==> config.mk <==
export PLATFORM = sky130hd
export DESIGN_NAME = accel_irq_ctrl
export DESIGN_NICKNAME = d
export VERILOG_FILES = /design/src/rtl/accel_irq_ctrl.sv
export SDC_FILE = /design/constraint.sdc
export NUM_CORES = 1
export LEC_CHECK = 0
export BUFFER_PORTS_ARGS = -buffer_cell sky130_fd_sc_hd__buf_2
export CAP_MARGIN = 20
export CELL_PAD_IN_SITES_DETAIL_PLACEMENT = 1
export CELL_PAD_IN_SITES_GLOBAL_PLACEMENT = 1
export CORE_ASPECT_RATIO = 1.25
export CORE_MARGIN = 2
export CORE_UTILIZATION = 40
export DETAILED_ROUTE_END_ITERATION = 8
export HOLD_SLACK_MARGIN = 0.15
export PLACE_DENSITY_LB_ADDON = 0.1
export SLEW_MARGIN = 5
export SYNTH_ARGS = -nofsm -noshare
export SYNTH_HDL_FRONTEND = slang
export SYNTH_SLANG_ARGS = --single-unit
==> constraint.sdc <==
create_clock -name clk -period 4.73 [get_ports clk]
set_clock_uncertainty 0.1 [all_clocks]
set_input_delay 0.2365 -clock clk [delete_from_list [all_inputs] [get_ports clk]]
set_output_delay 0.2365 -clock clk [all_outputs]
set_load 0.01 [all_outputs]
==> src/rtl/accel_irq_ctrl.sv <==
// Completion interrupt / event controller for the accelerator: run-time counter, sticky flags,
// irq handshake. Optional run watchdog enabled by defining ACCEL_IRQ_WATCHDOG_EN.
module accel_irq_ctrl #(
    parameter int CNT_WIDTH      = 32,
    parameter int ERR_WIDTH      = 4,
    parameter int TIMEOUT_CYCLES = 1000000
) (
    input  logic                 clk,
    input  logic                 rst,
    input  logic                 start,
    input  logic                 done,
    input  logic [ERR_WIDTH-1:0] accel_error,
    input  logic                 irq_en,
    input  logic                 irq_ack,
    output logic                 irq_o,
    output logic                 evt_o,
    output logic                 busy_o,
    output logic [CNT_WIDTH-1:0] run_cycles_o,
    output logic [ERR_WIDTH-1:0] err_o,
    output logic                 timeout_o,
    output logic                 spurious_o
);

    typedef enum logic [1:0] {
        ST_IDLE = 2'd0,
        ST_RUN  = 2'd1,
        ST_PEND = 2'd2
    } state_t;

    state_t                 state_q, state_d;
    logic                   start_q, start_d;
    logic                   irq_q, irq_d;
    logic                   evt_q, evt_d;
    logic                   busy_q, busy_d;
    logic [CNT_WIDTH-1:0]   cnt_q, cnt_d;
    logic [ERR_WIDTH-1:0]   err_q, err_d;
    logic                   timeout_q, timeout_d;
    logic                   spurious_q, spurious_d;
    logic                   start_rise_s;
    logic                   wd_hit_s;

`ifdef ACCEL_IRQ_WATCHDOG_EN
    localparam logic [CNT_WIDTH-1:0] WD_LIMIT = CNT_WIDTH'(TIMEOUT_CYCLES - 1);
`endif

    function automatic logic [CNT_WIDTH-1:0] sat_inc(input logic [CNT_WIDTH-1:0] v);
        if (&v) begin
            return v;
        end else begin
            return v + {{(CNT_WIDTH-1){1'b0}}, 1'b1};
        end
    endfunction

    assign start_rise_s = start & ~start_q;

    // Watchdog compares the pre-increment count so the limit cycle itself is counted.
    always_comb begin
`ifdef ACCEL_IRQ_WATCHDOG_EN
        wd_hit_s = (state_q == ST_RUN) && (cnt_q == WD_LIMIT);
`else
        wd_hit_s = 1'b0;
`endif
    end

    // Next-state and next-output computation for the IDLE/RUN/PEND controller.
    always_comb begin
        state_d    = state_q;
        start_d    = start;
        irq_d      = irq_q;
        evt_d      = 1'b0;
        cnt_d      = cnt_q;
        err_d      = err_q;
        timeout_d  = timeout_q;
        spurious_d = spurious_q;
        case (state_q)
            ST_IDLE: begin
                if (done) begin
                    spurious_d = 1'b1;
                end else begin
                    spurious_d = spurious_q;
                end
                if (start_rise_s) begin
                    state_d   = ST_RUN;
                    cnt_d     = '0;
                    err_d     = '0;
                    timeout_d = 1'b0;
                end else begin
                    state_d = ST_IDLE;
                end
            end
            ST_RUN: begin
                cnt_d = sat_inc(cnt_q);
                if (done) begin
                    state_d = ST_PEND;
                    err_d   = accel_error;
                    evt_d   = 1'b1;
                    irq_d   = irq_en;
                end else if (wd_hit_s) begin
                    state_d   = ST_PEND;
                    timeout_d = 1'b1;
                    evt_d     = 1'b1;
                    irq_d     = irq_en;
                end else begin
                    state_d = ST_RUN;
                end
            end
            ST_PEND: begin
                if (irq_ack) begin
                    state_d = ST_IDLE;
                    irq_d   = 1'b0;
                end else begin
                    state_d = ST_PEND;
                end
            end
            default: begin
                state_d = ST_IDLE;
                irq_d   = 1'b0;
            end
        endcase
        busy_d = (state_d == ST_RUN);
    end

    // State and output registers with synchronous reset.
    always_ff @(posedge clk) begin
        if (rst) begin
            state_q    <= ST_IDLE;
            start_q    <= 1'b0;
            irq_q      <= 1'b0;
            evt_q      <= 1'b0;
            busy_q     <= 1'b0;
            cnt_q      <= '0;
            err_q      <= '0;
            timeout_q  <= 1'b0;
            spurious_q <= 1'b0;
        end else begin
            state_q    <= state_d;
            start_q    <= start_d;
            irq_q      <= irq_d;
            evt_q      <= evt_d;
            busy_q     <= busy_d;
            cnt_q      <= cnt_d;
            err_q      <= err_d;
            timeout_q  <= timeout_d;
            spurious_q <= spurious_d;
        end
    end

    assign irq_o        = irq_q;
    assign evt_o        = evt_q;
    assign busy_o       = busy_q;
    assign run_cycles_o = cnt_q;
    assign err_o        = err_q;
    assign timeout_o    = timeout_q;
    assign spurious_o   = spurious_q;

endmodule
### Word level (Yosys, flattened, before mapping)

Index checks and enable logic that the tools add are counted.

| storage, ports and cells | value |
|---|---|
| word-level logic and storage cells | 42 |
| bits in registers | 43 |
| input bits | 10 |

| operators by class | value |
|---|---|
| equality and inequality tests | 7 |
| bitwise operators | 4 |
| reductions and logical operators | 8 |
| multiplexer cells | 14 |
| add/subtract/negate cells | 1 |

Operator list:

| kind | number |
|---|---|
| $mux W32 | 2 |
| $pmux W32 S2 | 1 |
| $add A32 B1 Y32 const B | 1 |
| $reduce_and A32 Y1 | 1 |
| $reduce_and A3 Y1 | 3 |
| $mux W4 | 2 |
| $ne A2 B2 Y1 const B | 4 |
| $pmux W4 S2 | 1 |
| $pmux W2 S3 | 1 |
| $eq A2 B1 Y1 const B | 2 |
| $mux W1 | 4 |
| $mux W2 | 2 |
| $not A1 Y1 | 3 |
| $pmux W1 S3 | 1 |
| $eq A2 B2 Y1 const B | 1 |
| $logic_not A2 Y1 | 1 |
| $reduce_and A2 Y1 | 1 |
| $reduce_bool A2 Y1 | 1 |
| $reduce_or A2 Y1 | 1 |
| $and A1 B1 Y1 | 1 |

### Depth between registers and ports, before layout

Gate-level depths: netlist of the first run.

| depth | value |
|---|---|
| word-level depth | 5 |
| gate-level depth with buffers | 7 |
| gate-level depth less buffers | 6 |

### Least setup slack after synthesis of the first run

No wires, ideal clock.

| timing path | value |
|---|---|
| path type | reg-to-reg |
| start point | reg cnt_q[0] (netlist: run_cycles_o[0]) |
| end point | reg cnt_q[11] (netlist: run_cycles_o[11]) |
| library setup time | 0.088 ns |
| stages on the path, launching flop included | 8 |
| buffers on the path | 1 |
| period minus slack after synthesis | 2.016 ns |
| required time | 4.542 ns |
| arrival time | 1.828 ns |
| setup slack | 2.714 ns |
| cells stage by stage | dfxtp_1 -> ha_1 -> and4_1 -> nand4_2 -> nor3_4 -> nor2_4 -> buf_6 -> a311oi_2 |

| on the way | value |
|---|---|
| longest elaborated chain between the ends | 3 |

RTL lines:

| element | RTL line | RTL |
|---|---|---|
| from (decl) | 35 | `logic [CNT_WIDTH-1:0] cnt_q, cnt_d;` |
| from (signal assigned) | 141 | `cnt_q <= cnt_d;` |
| $add A32 B1 Y32 / $reduce_and A32 Y1 (equally long branches) | 50, 47 |  |
| $mux W32 / $ne A2 B2 Y1 (equally long branches) | n/a |  |
| $pmux W32 S2 / $reduce_and A3 Y1 (equally long branches) | n/a |  |

Several ways; a longest one is shown, not always the timed one. The select of a mux whose other input is x is not followed.
A chain may end at the register's enable or synchronous reset.

### Worst setup path in the final report of the first run

| timing path | value |
|---|---|
| start point | reg cnt_q[0] (netlist: run_cycles_o[0]) |
| end point | reg cnt_q[27] (netlist: run_cycles_o[27]) |

The elaborated chain is that of the path after synthesis.

==> results of run 1 <==
per-stage QoR:
stage / setup WS (ns) / hold slack, ns / total power [uW] / instances / util, %
floorplan: 2.714 / 0.2647 / 437.1 / 291 / -
global placement: 2.235 / 0.3358 / 451.6 / 403 / 44.34
detailed placement: 2.117 / 0.3454 / 453.2 / 403 / 44.34
CTS: 2.099 / 0.3586 / 693.8 / 420 / 47.12
global route: 1.846 / 0.3754 / 717.8 / 420 / 47.12
finish: 2.073 / 0.3563 / 689.0 / 420 / 47.12
cells in the final DEF, fill, tap and decap left out, drive strengths merged, types with 3 or more instances in the layout:
cell	instances
a21oi	17
nand2b	3
a41oi	8
inv	6
a211oi	6
nor2	14
buf	50
nor3	8
dlygate4sd3	9
a31oi	16
o31ai	6
and3	7
a311oi	12
or4	3
nand3	20
o21ai	12
and2	7
nand2	27
dfxtp	43
clkbuf	7
or3	4
nor2b	4
and4	9
nand4	12
o31a	3
o311ai	3
Yosys cell counts, types with 7 or more instances:
cell type | instances | area share (%)
sky130_fd_sc_hd__dfxtp_1 | 43 | 34
sky130_fd_sc_hd__nor2_1 | 13 | 1.9
sky130_fd_sc_hd__a31oi_1 | 16 | 3.9
sky130_fd_sc_hd__clkbuf_1 | 10 | 1.5
sky130_fd_sc_hd__and4_1 | 7 | 2.4
sky130_fd_sc_hd__nand2_1 | 27 | 4.0
sky130_fd_sc_hd__a41oi_1 | 8 | 2.8
sky130_fd_sc_hd__o21ai_0 | 9 | 1.8
sky130_fd_sc_hd__a21oi_1 | 17 | 3.3
sky130_fd_sc_hd__nand3_1 | 20 | 3.9
sky130_fd_sc_hd__nand4_1 | 8 | 2.0
final timing paths:
check	depth (start not counted)	to	from
worst max-delay path	6	run_cycles_o[27]$_SDFFE_PP0P_	run_cycles_o[0]$_SDFFE_PP0P_
worst min-delay path	2	err_o[2]$_SDFFE_PP0P_	err_o[2]$_SDFFE_PP0P_
worst max register to register	6	run_cycles_o[27]$_SDFFE_PP0P_	run_cycles_o[0]$_SDFFE_PP0P_
worst min register to register	2	err_o[2]$_SDFFE_PP0P_	err_o[2]$_SDFFE_PP0P_
where the power goes:
group	switching, uW	internal (uW)
registers	5.36	367
logic	53.3	24.9
clock network	135	104
cell families (layout without fill, tap and decap cells):
kind of cell,Yosys count,in the layout,share of synthesized area (%)
compound gates,93,93,27.55
fa+ha+maj,1,1,0.4911
buf+inv,29,73,7.760
flops,43,43,33.79
mux,1,1,0.3929
other cells,1,1,0.1472
simple gates,123,123,29.86
sequential cells by signal, indices dropped and copies added, names as in the netlist:
| signal | cells |
|---|---|
| run_cycles_o | 32 |
| err_o | 4 |
| state_q | 2 |
| busy_o | 1 |
| evt_o | 1 |
| irq_o | 1 |
| spurious_o | 1 |
| start_q | 1 |
what timing repair did:
| item | in CTS | in global routing |
|---|---|---|
| resized for setup | 0 | 0 |
| hold buffers | 9 | 0 |
| endpoints found under the hold margin | 9 | 0 |
worst max-delay path, cell delays in order, from the launching register on:
cell and delay, ns:
sky130_fd_sc_hd__dfxtp_1 0.43, sky130_fd_sc_hd__ha_1 0.26, sky130_fd_sc_hd__and4_1 0.30, sky130_fd_sc_hd__nand4_2 0.17, sky130_fd_sc_hd__nor3_4 0.71, sky130_fd_sc_hd__nor2_4 0.26
sky130_fd_sc_hd__a311oi_1 0.33
routing by layer:
metal	global-route usage [%]	wire, um	vias to the layer above
li1	-	-	1217
met1	30.25	3388	1215
met2	37.90	3694	76
met5	0	0	-
met3	4.310	387	6
met4	4.825	64	0
layout make-up:
class                           instances  area [um^2]
Clock buffer                            7        76.32
Multi-Input combinational cell        219         1491
Tap cell                               85        106.4
Timing Repair Buffer                   59        342.8
Inverter                                6        22.52
Sequential cell                        43        860.8
Clock inverter                          1        5.005
Fill cell                             766         3261
==> results.json, run 1 <==
{
  "status": "finished clean",
  "timing.critical_path.arrival_ns": 2.77,
  "vias_in_the_first_global_route": 2428,
  "syn-instance-count": 291,
  "tritoncts": "done",
  "slew_violations": 0,
  "grt-ovfl-total": 0,
  "syn_std_cell_area_mm2": 0.002547,
  "end_kind": "register",
  "diodes": 0,
  "drtAntennaViolNets": 0,
  "max-clock-path-buffers": 2,
  "ff_to_ff_setup_slack_ns": 2.07,
  "wl_per_cell_um": 17.94,
  "layout_worst_path_cycle_share_pct": 56.18,
  "worst_slew_margin_rel_pct": 27.85,
  "power.static_leakage_uw": 0.001099,
  "drt_pass1_iterations": 4,
  "finalSetupViolations": 0,
  "die-area_mm2": 0.007027,
  "pwr_density_cell_mw_per_mm2": 237.1,
  "synth_seq_cells": 43,
  "globalRouteTotalUtil_pct": 22.78,
  "antenna_found_initial": 0,
  "fin_crit_ns": 2.657,
  "area.growth.synth_to_final_pct": 14.05,
  "cts_buffers": 5,
  "fp.dieW_um": 75.38,
  "tightest_slew_ns": 1.073,
  "crit_path_start_kind": "register",
  "core_region_area_mm2": 0.006166,
  "grt_setup_unrepaired": "no",
  "synthArstFlopShare_pct": 0,
  "maxCapViolations": 0,
  "worst_skew_pair.late_latency_ns": 0.31,
  "via_count": 2514,
  "worst_setup_hold_path_clk_slew_ns": 0.09,
  "drt-vias-per-instance": 5.986,
  "required_ns": 4.84,
  "hold_viol": 0,
  "number_of_synthesized_flops_with_an_enable_pin": 0,
  "cts_setup_buffers": 0,
  "layout-drive-gt1-share_pct": 25.37,
  "cts-root-buf": "sky130_fd_sc_hd__clkbuf_8",
  "yosys_warnings": 0,
  "synth_cell_types": 56,
  "fmax_ghz": 0.3763,
  "route.detailed.drc": 0,
  "ctsHtreeMaxLevel": 2,
  "synth.yosys.seq_area_share_pct": 33.79,
  "boundaryPins": 51,
  "path_class": "reg2reg",
  "gpl.final_weighted_congestion": 0.7950,
  "synth-main-ff-cell": "sky130_fd_sc_hd__dfxtp_1",
  "syn-mean-instance-area_um2": 8.754,
  "port_buffers": 49,
  "die_height_um": 93.23,
  "starting_utilization_of_the_core_area_pct": 41.31,
  "cts_sinks": 43,
  "grt_start_max_net_pins": 45,
  "critical_path_peak_fanout": 16,
  "rows": 32,
  "first_pass_grt_wire_length_um": 12450,
  "setup_tns_final_ns": 0,
  "hold_class": "reg2reg",
  "drtIter0Drc": 136,
  "postSynthNetCount": 302,
  "postLayoutCellArea_mm2": 0.002905,
  "worst_ir_drop_vdd_mv": 0.1486,
  "placed_area_mm2": 0.002734,
  "design.final.nets": 345,
  "dpl.hpwl_um": 5017,
  "drt-total-wl_um": 7534
}
(Power assumes the default switching activity.)
==> run 2, diff against run 1 <==
--- a/config.mk
+++ b/config.mk
@@ -11,7 +11,7 @@
 export CELL_PAD_IN_SITES_GLOBAL_PLACEMENT = 1
 export CORE_ASPECT_RATIO = 1.25
 export CORE_MARGIN = 2
-export CORE_UTILIZATION = 40
+export CORE_UTILIZATION = 37
 export DETAILED_ROUTE_END_ITERATION = 8
 export HOLD_SLACK_MARGIN = 0.15
 export PLACE_DENSITY_LB_ADDON = 0.1
==> constraint.sdc (replaced) <==
create_clock -name clk -period 2.13 [get_ports clk]
set_clock_uncertainty 0.1 [all_clocks]
set_input_delay 0.1065 -clock clk [delete_from_list [all_inputs] [get_ports clk]]
set_output_delay 0.1065 -clock clk [all_outputs]
set_load 0.01 [all_outputs]
==> run 2 against run 1 <==
Compared with the run above:
- utilization increased by 1.3 points
- combinational power grew to 2.5 times the previous value
- sequential cell count did not move
- hold slack lost 0.15 ns
- critical endpoint is now run_cycles_o[5]$_SDFFE_PP0P_
- sequential power is 120% higher
- via count rose by 7.5%
- register-to-register slack worse by 1.9 ns
- sequential share of layout area down 2.7 points
- highest routed layer unchanged
- clock-buffer cell count unchanged
==> results.json, run 2 (synthesis results as in run 1) <==
{
  "first_pass_grt_wire_length_um": 13840,
  "vias_in_the_first_global_route": 2686,
  "end_kind": "register",
  "drt-vias-per-instance": 5.928,
  "finished_layout_cells": 456,
  "boundaryPins": 51,
  "wl_per_cell_um": 18.34,
  "grt-ovfl-total": 0,
  "critical_path_peak_fanout": 16,
  "crit_path_start_kind": "register",
  "ctsHtreeMaxLevel": 2,
  "grt_start_max_net_pins": 32,
  "path_class": "reg2reg",
  "setup_tns_final_ns": 0,
  "tritoncts": "done",
  "cp_cell_sequence": "ha_1, and4_1, nand4_2, nor3_4, nor2_4, a311oi_1",
  "status": "finished clean",
  "totalPowerFinal_uw": 1641,
  "critical_path.slowest_cell": "sky130_fd_sc_hd__dfxtp_1",
  "worst_slew_margin_rel_pct": 59.35,
  "most-common-layout-cells": "49 x sky130_fd_sc_hd__buf_2, 43 x sky130_fd_sc_hd__dfxtp_1, 33 x sky130_fd_sc_hd__buf_4",
  "finalSetupViolations": 0,
  "cts_buffers": 5,
  "dpl_worst_slack_ns": 0.04662,
  "fp.dieW_um": 78.22,
  "design.final.nets": 379,
  "hold_class": "in2reg",
  "setup_ws_ns": 0.1434,
  "cts-root-buf": "sky130_fd_sc_hd__clkbuf_8",
  "fin_crit_ns": 1.987,
  "worst_skew_pair.late_latency_ns": 0.32,
  "drt-total-wl_um": 8361,
  "hold_viol": 0,
  "globalRouteTotalUtil_pct": 22.84,
  "drtAntennaViolNets": 0,
  "required_ns": 2.24,
  "diodes": 0,
  "dpl.hpwl_um": 5851,
  "final_common_cell": "sky130_fd_sc_hd__buf_2",
  "drt_pass1_iterations": 4,
  "layout-drive-gt1-share_pct": 32.52,
  "placedCellCount": 436,
  "via_count": 2703,
  "drtIter0Drc": 161,
  "filler_cell_count": 825,
  "gpl.final_weighted_congestion": 0.8680,
  "core_region_area_mm2": 0.006606,
  "timing.critical_path.arrival_ns": 2.10,
  "ctsResizeCount": 0,
  "grt_setup_unrepaired": "no",
  "die-area_mm2": 0.007569,
  "fmax_ghz": 0.5034,
  "starting_utilization_of_the_core_area_pct": 38.56,
  "rows": 33,
  "postLayoutCellArea_mm2": 0.003201,
  "layout_worst_path_cycle_share_pct": 93.27,
  "route.detailed.drc": 0,
  "placed_area_mm2": 0.002982,
  "largest_reg_flops": 32,
  "port_buffers": 49,
  "area.growth.synth_to_final_pct": 25.64,
  "slew_violations": 0,
  "power.static_leakage_uw": 0.001294,
  "max-clock-path-buffers": 2,
  "worst_setup_hold_path_clk_slew_ns": 0.09,
  "worst_ir_drop_vdd_mv": 0.3894,
  "antenna_found_initial": 0,
  "cts_sinks": 43,
  "critical_path.max_stage_delay_ns": 0.34,
  "maxCapViolations": 0,
  "die_height_um": 96.77,
  "tightest_slew_ns": 0.6098,
  "pwr_density_cell_mw_per_mm2": 512.7
}
## run 2: cell count changes in the layout (fill, tap and decap cells not counted), sizes merged
cell / before / now
buf: 50 / 83
clkinv: 1 / 0
clkinvlp: 0 / 1
dlygate4sd3: 9 / 10
## run 2: final cells by class
cell class / instances / area [um^2] / area share (%)
repair buffers: 93 / 613.1 / 19.16
multi-input cells: 219 / 1491 / 46.60
inverters: 6 / 22.52 / 0.7037
clock inverters: 1 / 7.507 / 0.2346
well taps: 87 / 108.9 / 3.401
flip-flops and latches: 43 / 860.8 / 26.90
clock buffers: 7 / 96.34 / 3.010
## run 2: final timing paths
check	endpoint	depth (start not counted)	from	slack, ns
setup / recovery	run_cycles_o[5]$_SDFFE_PP0P_	6	run_cycles_o[0]$_SDFFE_PP0P_	0.14
hold / removal	start_q$_SDFF_PP0_	2	rst	0.20
setup reg to reg	run_cycles_o[5]$_SDFFE_PP0P_	6	run_cycles_o[0]$_SDFFE_PP0P_	0.14
hold reg to reg	err_o[1]$_SDFFE_PP0P_	2	err_o[1]$_SDFFE_PP0P_	0.36
## run 2: worst max-delay path, delay by kind of cell (launching register included)
family	cells	cell delay [ns]
simple gates	4	0.97
compound gates	1	0.30
fa+ha+maj	1	0.19
flops	1	0.34
## run 2: metrics by stage
stage / utilization (%) / hold WS, ns
finish: 48.45 / 0.2047
global route: 48.45 / 0.2290
CTS: 48.22 / 0.2144
detailed placement: 45.13 / 0.2355
global placement: 45.13 / 0.2330
floorplan: - / 0.1347
## run 2: report_power, final
| group | internal, uW | total (uW) | switching [uW] |
|---|---|---|---|
| combinational | 71.5 | 199 | 128 |
| sequential | 814 | 823 | 8.72 |
| clock | 296 | 619 | 323 |
| total | 1180 | 1640 | 459 |
## run 2: timing repair
item / CTS / global route
endpoints found under the setup margin: 0 / 31
buffers inserted: 0 / 2
hold endpoints to repair: 11 / 0
hold buffers: 10 / 0
## run 2: per-layer routing
metal / global-route usage (%) / up-vias / part of all wire [%]
li1: - / 1287 / -
met1: 29.99 / 1331 / 45
met2: 39.06 / 76 / 50
met3: 2.705 / 9 / 4.3
met4: 6.748 / 0 / 1.4
met5: 0 / - / 0
